## src/rtl/io_pkg.sv

```systemverilog
// -----------------------------------------------------------------------------
// io_pkg
// Shared constants and types for the memory-mapped IO responder:
//   - default bus width and FIFO depth
//   - register addresses (COUNT, CMP, CTRL, STATUS, FIFO)
//   - CTRL / STATUS bit indices and the CTRL register layout
// -----------------------------------------------------------------------------
package io_pkg;

   localparam int unsigned IO_LEN    = 16;
   localparam int unsigned IO_FDEPTH = 4;

   // Register map: 0x0-0x7 are scratch, 0xD-0xF are unmapped.
   localparam logic [3:0] A_COUNT  = 4'h8;
   localparam logic [3:0] A_CMP    = 4'h9;
   localparam logic [3:0] A_CTRL   = 4'hA;
   localparam logic [3:0] A_STATUS = 4'hB;
   localparam logic [3:0] A_FIFO   = 4'hC;

   localparam int unsigned CTRL_TMR_EN   = 0;
   localparam int unsigned CTRL_IRQ_EN   = 1;
   localparam int unsigned CTRL_AUTO_CLR = 2;

   localparam int unsigned ST_MATCH  = 0;
   localparam int unsigned ST_EMPTY  = 1;
   localparam int unsigned ST_FULL   = 2;
   localparam int unsigned ST_OVF    = 3;
   localparam int unsigned ST_CNT_LO = 4;  // fifo count occupies [6:4]
   localparam int unsigned ST_UNF    = 7;

   typedef struct packed {
      logic auto_clr;
      logic irq_en;
      logic tmr_en;
   } ctrl_t;

   function automatic logic is_scratch(input logic [3:0] a);
      return ~a[3];
   endfunction

endpackage

```

## src/rtl/io_fifo.sv

```systemverilog
// -----------------------------------------------------------------------------
// io_fifo
// Small synchronous FIFO used as the responder's mailbox register.
// Ports:
//   clk, rst       clock, asynchronous active-high reset (pointers/count only)
//   push, din      write request and data; ignored when full
//   pop            read request; ignored when empty
//   dout           head entry (combinational, only meaningful when !empty)
//   empty, full    occupancy flags
//   count          number of stored entries, 0..DEPTH
// DEPTH must be a power of two so pointers wrap naturally.
// -----------------------------------------------------------------------------
module io_fifo #(
   parameter int unsigned W     = 16,
   parameter int unsigned DEPTH = 4,
   parameter int unsigned CW    = $clog2(DEPTH + 1)
) (
   input  logic          clk,
   input  logic          rst,
   input  logic          push,
   input  logic          pop,
   input  logic [W-1:0]  din,
   output logic [W-1:0]  dout,
   output logic          empty,
   output logic          full,
   output logic [CW-1:0] count
);

   localparam int unsigned PW = (DEPTH > 1) ? $clog2(DEPTH) : 1;

   logic [W-1:0]  mem_q [DEPTH];
   logic [PW-1:0] wr_ptr_q, wr_ptr_d;
   logic [PW-1:0] rd_ptr_q, rd_ptr_d;
   logic [CW-1:0] count_q, count_d;
   logic          do_push, do_pop;

   assign empty   = (count_q == '0);
   assign full    = (count_q == CW'(DEPTH));
   assign count   = count_q;
   assign dout    = mem_q[rd_ptr_q];
   assign do_push = push & ~full;
   assign do_pop  = pop & ~empty;

   always_comb begin
      wr_ptr_d = wr_ptr_q;
      rd_ptr_d = rd_ptr_q;
      count_d  = count_q;
      if (do_push) wr_ptr_d = wr_ptr_q + PW'(1);
      if (do_pop)  rd_ptr_d = rd_ptr_q + PW'(1);
      case ({do_push, do_pop})
         2'b10:   count_d = count_q + CW'(1);
         2'b01:   count_d = count_q - CW'(1);
         default: count_d = count_q;
      endcase
   end

   always_ff @(posedge clk or posedge rst) begin
      if (rst) begin
         wr_ptr_q <= '0;
         rd_ptr_q <= '0;
         count_q  <= '0;
      end else begin
         wr_ptr_q <= wr_ptr_d;
         rd_ptr_q <= rd_ptr_d;
         count_q  <= count_d;
      end
   end

   // Storage carries no reset; contents are only visible through the head
   // when count is non-zero.
   always_ff @(posedge clk) begin
      if (do_push) mem_q[wr_ptr_q] <= din;
   end

endmodule

```

## src/rtl/io_responder.sv

```systemverilog
// -----------------------------------------------------------------------------
// io_responder
// Memory-mapped peripheral on the IO controller bus: eight scratch registers,
// a free-running timer with compare/auto-clear, sticky status flags and a
// mailbox FIFO.
// Ports:
//   clk, rst   clock, asynchronous active-high reset
//   en_cs      device select
//   en_w       write strobe (1 = write, 0 = read when selected)
//   addr       register address
//   data_i     write data
//   data_o     combinational read data, 0 when not driving
//   data_oe    bus drive enable (en_cs & ~en_w); tri-stating is done above
//   irq        STATUS.match & CTRL.irq_en
// -----------------------------------------------------------------------------
module io_responder
   import io_pkg::*;
#(
   parameter int unsigned LEN    = IO_LEN,
   parameter int unsigned FDEPTH = IO_FDEPTH
) (
   input  logic           clk,
   input  logic           rst,
   input  logic           en_cs,
   input  logic           en_w,
   input  logic [3:0]     addr,
   input  logic [LEN-1:0] data_i,
   output logic [LEN-1:0] data_o,
   output logic           data_oe,
   output logic           irq
);

   localparam int unsigned CW = $clog2(FDEPTH + 1);

   logic [LEN-1:0] scratch_q [8];
   logic [LEN-1:0] count_q, count_d;
   logic [LEN-1:0] cmp_q, cmp_d;
   ctrl_t          ctrl_q, ctrl_d;
   logic           match_q, match_d;
   logic           ovf_q, ovf_d;
   logic           unf_q, unf_d;

   logic           wr, rd;
   logic           wr_status, wr_fifo, rd_fifo;
   logic           match_hit;
   logic [7:0]     status_v;
   logic [LEN-1:0] rdata;

   logic           f_push, f_pop, f_empty, f_full;
   logic [LEN-1:0] f_dout;
   logic [CW-1:0]  f_count;

   assign wr        = en_cs & en_w;
   assign rd        = en_cs & ~en_w;
   assign wr_status = wr & (addr == A_STATUS);
   assign wr_fifo   = wr & (addr == A_FIFO);
   assign rd_fifo   = rd & (addr == A_FIFO);
   assign match_hit = ctrl_q.tmr_en & (count_q == cmp_q);

   assign f_push = wr_fifo & ~f_full;
   assign f_pop  = rd_fifo & ~f_empty;

   io_fifo #(
      .W     (LEN),
      .DEPTH (FDEPTH),
      .CW    (CW)
   ) u_fifo (
      .clk   (clk),
      .rst   (rst),
      .push  (f_push),
      .pop   (f_pop),
      .din   (data_i),
      .dout  (f_dout),
      .empty (f_empty),
      .full  (f_full),
      .count (f_count)
   );

   always_comb begin
      count_d = count_q;
      cmp_d   = cmp_q;
      ctrl_d  = ctrl_q;

      // Bus write to COUNT takes priority over both increment and auto-clear.
      if (wr && addr == A_COUNT) begin
         count_d = data_i;
      end else if (ctrl_q.tmr_en) begin
         count_d = (match_hit && ctrl_q.auto_clr) ? '0 : count_q + LEN'(1);
      end

      if (wr && addr == A_CMP) cmp_d = data_i;

      if (wr && addr == A_CTRL) begin
         ctrl_d.tmr_en   = data_i[CTRL_TMR_EN];
         ctrl_d.irq_en   = data_i[CTRL_IRQ_EN];
         ctrl_d.auto_clr = data_i[CTRL_AUTO_CLR];
      end

      // Write-1-to-clear first, then OR in new events so a set wins.
      match_d = (match_q & ~(wr_status & data_i[ST_MATCH])) | match_hit;
      ovf_d   = (ovf_q   & ~(wr_status & data_i[ST_OVF]))   | (wr_fifo & f_full);
      unf_d   = (unf_q   & ~(wr_status & data_i[ST_UNF]))   | (rd_fifo & f_empty);
   end

   always_ff @(posedge clk or posedge rst) begin
      if (rst) begin
         for (int unsigned i = 0; i < 8; i++) scratch_q[i] <= '0;
         count_q <= '0;
         cmp_q   <= '0;
         ctrl_q  <= '0;
         match_q <= 1'b0;
         ovf_q   <= 1'b0;
         unf_q   <= 1'b0;
      end else begin
         if (wr && is_scratch(addr)) scratch_q[addr[2:0]] <= data_i;
         count_q <= count_d;
         cmp_q   <= cmp_d;
         ctrl_q  <= ctrl_d;
         match_q <= match_d;
         ovf_q   <= ovf_d;
         unf_q   <= unf_d;
      end
   end

   always_comb begin
      status_v                   = '0;
      status_v[ST_MATCH]         = match_q;
      status_v[ST_EMPTY]         = f_empty;
      status_v[ST_FULL]          = f_full;
      status_v[ST_OVF]           = ovf_q;
      status_v[ST_CNT_LO +: 3]   = 3'(f_count);
      status_v[ST_UNF]           = unf_q;
   end

   always_comb begin
      rdata = '0;
      if (is_scratch(addr)) begin
         rdata = scratch_q[addr[2:0]];
      end else begin
         case (addr)
            A_COUNT:  rdata = count_q;
            A_CMP:    rdata = cmp_q;
            A_CTRL:   rdata = LEN'(ctrl_q);
            A_STATUS: rdata = LEN'(status_v);
            A_FIFO:   rdata = f_empty ? '0 : f_dout;
            default:  rdata = '0;
         endcase
      end
   end

   assign data_oe = rd;
   assign data_o  = rd ? rdata : '0;
   assign irq     = match_q & ctrl_q.irq_en;

endmodule

```

## config.mk

```make
export PLATFORM = sky130hd
export DESIGN_NAME = io_responder
export DESIGN_NICKNAME = d
export VERILOG_FILES = /design/src/rtl/io_pkg.sv /design/src/rtl/io_fifo.sv /design/src/rtl/io_responder.sv
export SDC_FILE = /design/constraint.sdc
export NUM_CORES = 1
export LEC_CHECK = 0
export CAP_MARGIN = 10
export CORE_MARGIN = 5
export CORE_UTILIZATION = 26
export DETAILED_ROUTE_END_ITERATION = 7
export GPL_TIMING_DRIVEN = 0
export PLACE_DENSITY_LB_ADDON = 0.2
export RECOVER_POWER = 100
export SLEW_MARGIN = 15
export SYNTH_ARGS = -nofsm -noshare
export SYNTH_HDL_FRONTEND = slang
export SYNTH_SLANG_ARGS = --single-unit
```

## constraint.sdc

```tcl
create_clock -name clk -period 6.16 [get_ports clk]
set_input_delay 1.848 -clock clk [delete_from_list [all_inputs] [get_ports clk]]
set_output_delay 1.848 -clock clk [all_outputs]
set_load 0.1 [all_outputs]
```

==> flow_summary.json <==
{
  "post-route-cell-area_mm2": 0.0133,
  "timing.rr.end": "u_fifo.mem_q[0][10]",
  "r2r_start": "u_fifo.count[0]",
  "synth.top_cell.area_share": 0.381,
  "period_minus_slack_ns": 6.06,
  "grt_max_degree": 33,
  "clkPwrFrac": 0.361,
  "fin_crit_sh": 0.985,
  "failed_checks": "capacitance limit, slew limit",
  "hp-start": "scratch_q[49]",
  "hold_violations": 0,
  "maxSlewHeadroom": -0.879,
  "cts_setup_buffers": 0,
  "start_util": 0.263,
  "yosys-top-cells-area": "dfrtp_1, edfxtp_1, mux2_2",
  "clk_path_buf_depth": 3,
  "core-area_mm2": 0.0432,
  "worst_setup_path_start_kind": "input pin",
  "syn2layout_area_growth_pct": 17.4,
  "viasPerCell": 4.85,
  "ys_ff_latch": 237,
  "core.rowCount": 76,
  "switching_share": 0.284,
  "clockRootBuffer": "clkbuf_16",
  "netSwitchingPower_mw": 1.32,
  "vias": 7452,
  "syn_avg_cell_area_um2": 13.2,
  "ys_types": 65,
  "final_util": 0.309,
  "diodes": 0,
  "synth-edff-count": 64,
  "slew_viol_final": 133,
  "cp_max_fo": 10,
  "drc": 0,
  "htree_levels": 1,
  "required_ns": 4.31,
  "cts_tree": "built",
  "grt_antenna_before_repair": 0,
  "grt_pass1_wl_mm": 52.1,
  "crit_path_top_delay_cell": "a221o_1",
  "drt-initial-drc-count": 554,
  "hpwl_mm": 24.5,
  "critical_path_class": "in2out",
  "finalSetupViolations": 0,
  "ios": 42,
  "ys.warnings.count": 0,
  "clk_pin_slew_worst_paths_ns": 0.05,
  "insertion_delay_ns": 0.54,
  "dp_cells": 1489,
  "die_area_mm2": 0.0480,
  "critPathMostFrequentCell": "buf_4",
  "power_frac_seq": 0.439,
  "syn_inst": 859,
  "cp.arrival_ns": 4.22,
  "synthArstFlopShare": 0.730,
  "layout.cells.non_filler": 1537,
  "max_stage_delay_ns": 0.41,
  "rsz0062_at_grt": "no",
  "gp_congestion": 0.854,
  "reg2reg_depth": 4,
  "placed_area_mm2": 0.0127,
  "syn-cell-area_mm2": 0.0114,
  "drt_pass1_iterations": 6,
  "skew_ns": 0.00617,
  "drive_gt1_frac": 0.283,
  "grt_pass1_vias": 7689,
  "die_w_um": 219,
  "wl_per_cell_um": 22.6,
  "routed_wl_mm": 34.7,
  "hold_depth": 1,
  "regArea_mm2": 0.00625,
  "fin_nets": 963,
  "yosys.area.top_type": "dfrtp_1",
  "fmax_mhz": 165,
  "peakVddDrop_v": 0.000201,
  "die_h_um": 219,
  "yosysSeqAreaShare": 0.550,
  "multi_input_area_mm2": 0.00466,
  "min_to": "scratch_q[49]",
  "cts_buffers": 28,
  "p_per_area_mw_per_mm2": 349,
  "fill_cells": 4426,
  "hold_path_class": "reg2reg",
  "drv_cap": 6,
  "r2r_slack_ns": 3.08,
  "status": "finished, violations left",
  "cp-end-kind": "primary output",
  "worstPathCellList": "clkdlybuf4s15_2, buf_4, buf_4, clkbuf_2, o22ai_1, a221o_1, a21oi_2, clkbuf_4",
  "port_buffers": 39,
  "comb_power_share": 0.200,
  "overflow": 0,
  "p_int_mw": 3.33,
  "grt_use_total": 0.144,
  "cts_sinks": 237,
  "p_total_mw": 4.66,
  "ant_nets": 0,
  "tightest_slew_ns": 2.79,
  "ys.flop_type": "dfrtp_1",
  "leakagePower_nw": 5.34,
  "synth_nets": 890
}
-- per-stage QoR --
stage	setup WS [ns]	setup TNS [ns]	hold slack, ns
6_report	0.0952	0	0.489
5_1_grt	0.0448	0	0.502
4_1_cts	0.120	0	0.497
3_5_place_dp	-1.51	-20.98	0.485
3_3_place_gp	-1.55	-21.13	0.469
2_1_floorplan	0.0750	0	0.449
-- Yosys cell counts (7+ instances only) --
cell type	instances
dfrtp_1	173
mux2_2	140
edfxtp_1	64
nand2_1	54
a21oi_1	29
o22ai_1	27
nor2_1	25
clkbuf_1	24
buf_2	20
mux2_4	20
mux4_2	19
mux2i_1	18
inv_1	17
nand3_1	15
xor2_1	15
buf_4	12
buf_1	10
o21ai_0	10
nand4_1	9
a222oi_1	8
mux2_1	8
nor3_1	8
xnor2_1	8
a211oi_1	7
a22oi_1	7
-- critical path: cells and delay by family --
| kind | cells | cell delay, ns |
|---|---|---|
| AOI/OAI and AO/OA | 3 | 0.73 |
| buffers and inverters | 5 | 1.59 |
-- placed cells by master (no fill, tap or decap), types with 10 or more instances in the layout --
master,Yosys,layout
buf_1,10,10
edfxtp_1,64,64
mux2_1,8,28
clkbuf_4,0,11
o22ai_1,27,27
buf_4,12,13
clkbuf_16,0,29
dfrtp_1,173,173
nand3_1,15,15
dlygate4sd3_1,0,19
o21ai_0,10,10
xor2_1,15,15
nor2_1,25,28
clkbuf_1,24,41
inv_1,17,16
nand2_1,54,55
mux2_2,140,138
buf_2,20,12
a21oi_1,29,24
mux2i_1,18,18
mux4_2,19,19
-- final cells by class --
| type | instances | share of cell area |
|---|---|---|
| Tap cell | 585 | 0.0548 |
| Clock buffer | 36 | 0.0571 |
| Multi-Input combinational cell | 534 | 0.349 |
| Clock inverter | 14 | 0.0123 |
| Sequential cell | 237 | 0.468 |
| Inverter | 17 | 0.00487 |
| Buffer | 69 | 0.0260 |
| Timing Repair Buffer | 45 | 0.0277 |
-- routing by layer --
layer / routed length, µm / vias to the layer above / global-route usage / share of wire
met5: 0 / - / 0 / 0
met4: 631 / 0 / 0.0304 / 0.018
met3: 1300 / 40 / 0.0179 / 0.037
met2: 15800 / 159 / 0.227 / 0.46
met1: 17000 / 3892 / 0.214 / 0.49
li1: - / 3361 / - / -
-- worst max path at each step --
stage             from   endpoint  slack (ns)  cells past startpoint
6_report       addr[1]  data_o[8]         0.1                      8
5_1_grt        addr[1]  data_o[8]        0.04                      8
4_1_cts        addr[1]  data_o[6]        0.12                      9
3_5_place_dp   addr[0]  data_o[4]       -1.51                      8
3_3_place_gp   addr[1]  data_o[4]       -1.55                      9
2_1_floorplan  addr[2]  data_o[4]        0.07                      8
-- cells by family (layout without fill, tap and decap cells) --
kind of cell / count (synthesis) / after routing / share of synthesized area
multiplexers: 205 / 205 / 0.227
buffers and inverters: 88 / 181 / 0.0385
flip-flops: 237 / 237 / 0.550
adder cells (fa/ha/maj): 7 / 7 / 0.00837
AND/OR/NAND/NOR: 164 / 164 / 0.0772
AO/OA/AOI/OAI: 135 / 135 / 0.0816
XOR/XNOR: 23 / 23 / 0.0177
-- power groups by stage --
stage          clock network, mW  registers, mW  logic, mW
6_report                    1.68           2.04      0.931
5_1_grt                     1.80           2.07       1.02
4_1_cts                     1.74           2.04      0.978
3_5_place_dp                   0           2.07      0.967
3_3_place_gp                   0           2.06      0.951
2_1_floorplan                  0           2.01      0.728
-- flip-flops by register name (all words and copies together) (netlist names) --
register / count
match_q: 1
cmp_q: 16
u_fifo.count: 3
scratch_q: 128
u_fifo.wr_ptr_q: 2
count_q: 16
u_fifo.mem_q: 64
unf_q: 1
ctrl_q: 3
u_fifo.rd_ptr_q: 2
ovf_q: 1
-- what timing repair did --
action                     in CTS  in global routing
setup endpoints to repair      17                  0
hold buffers                    0                  0
gates resized for setup       127                  0
No activity file was read; power rests on OpenSTA's default activity.
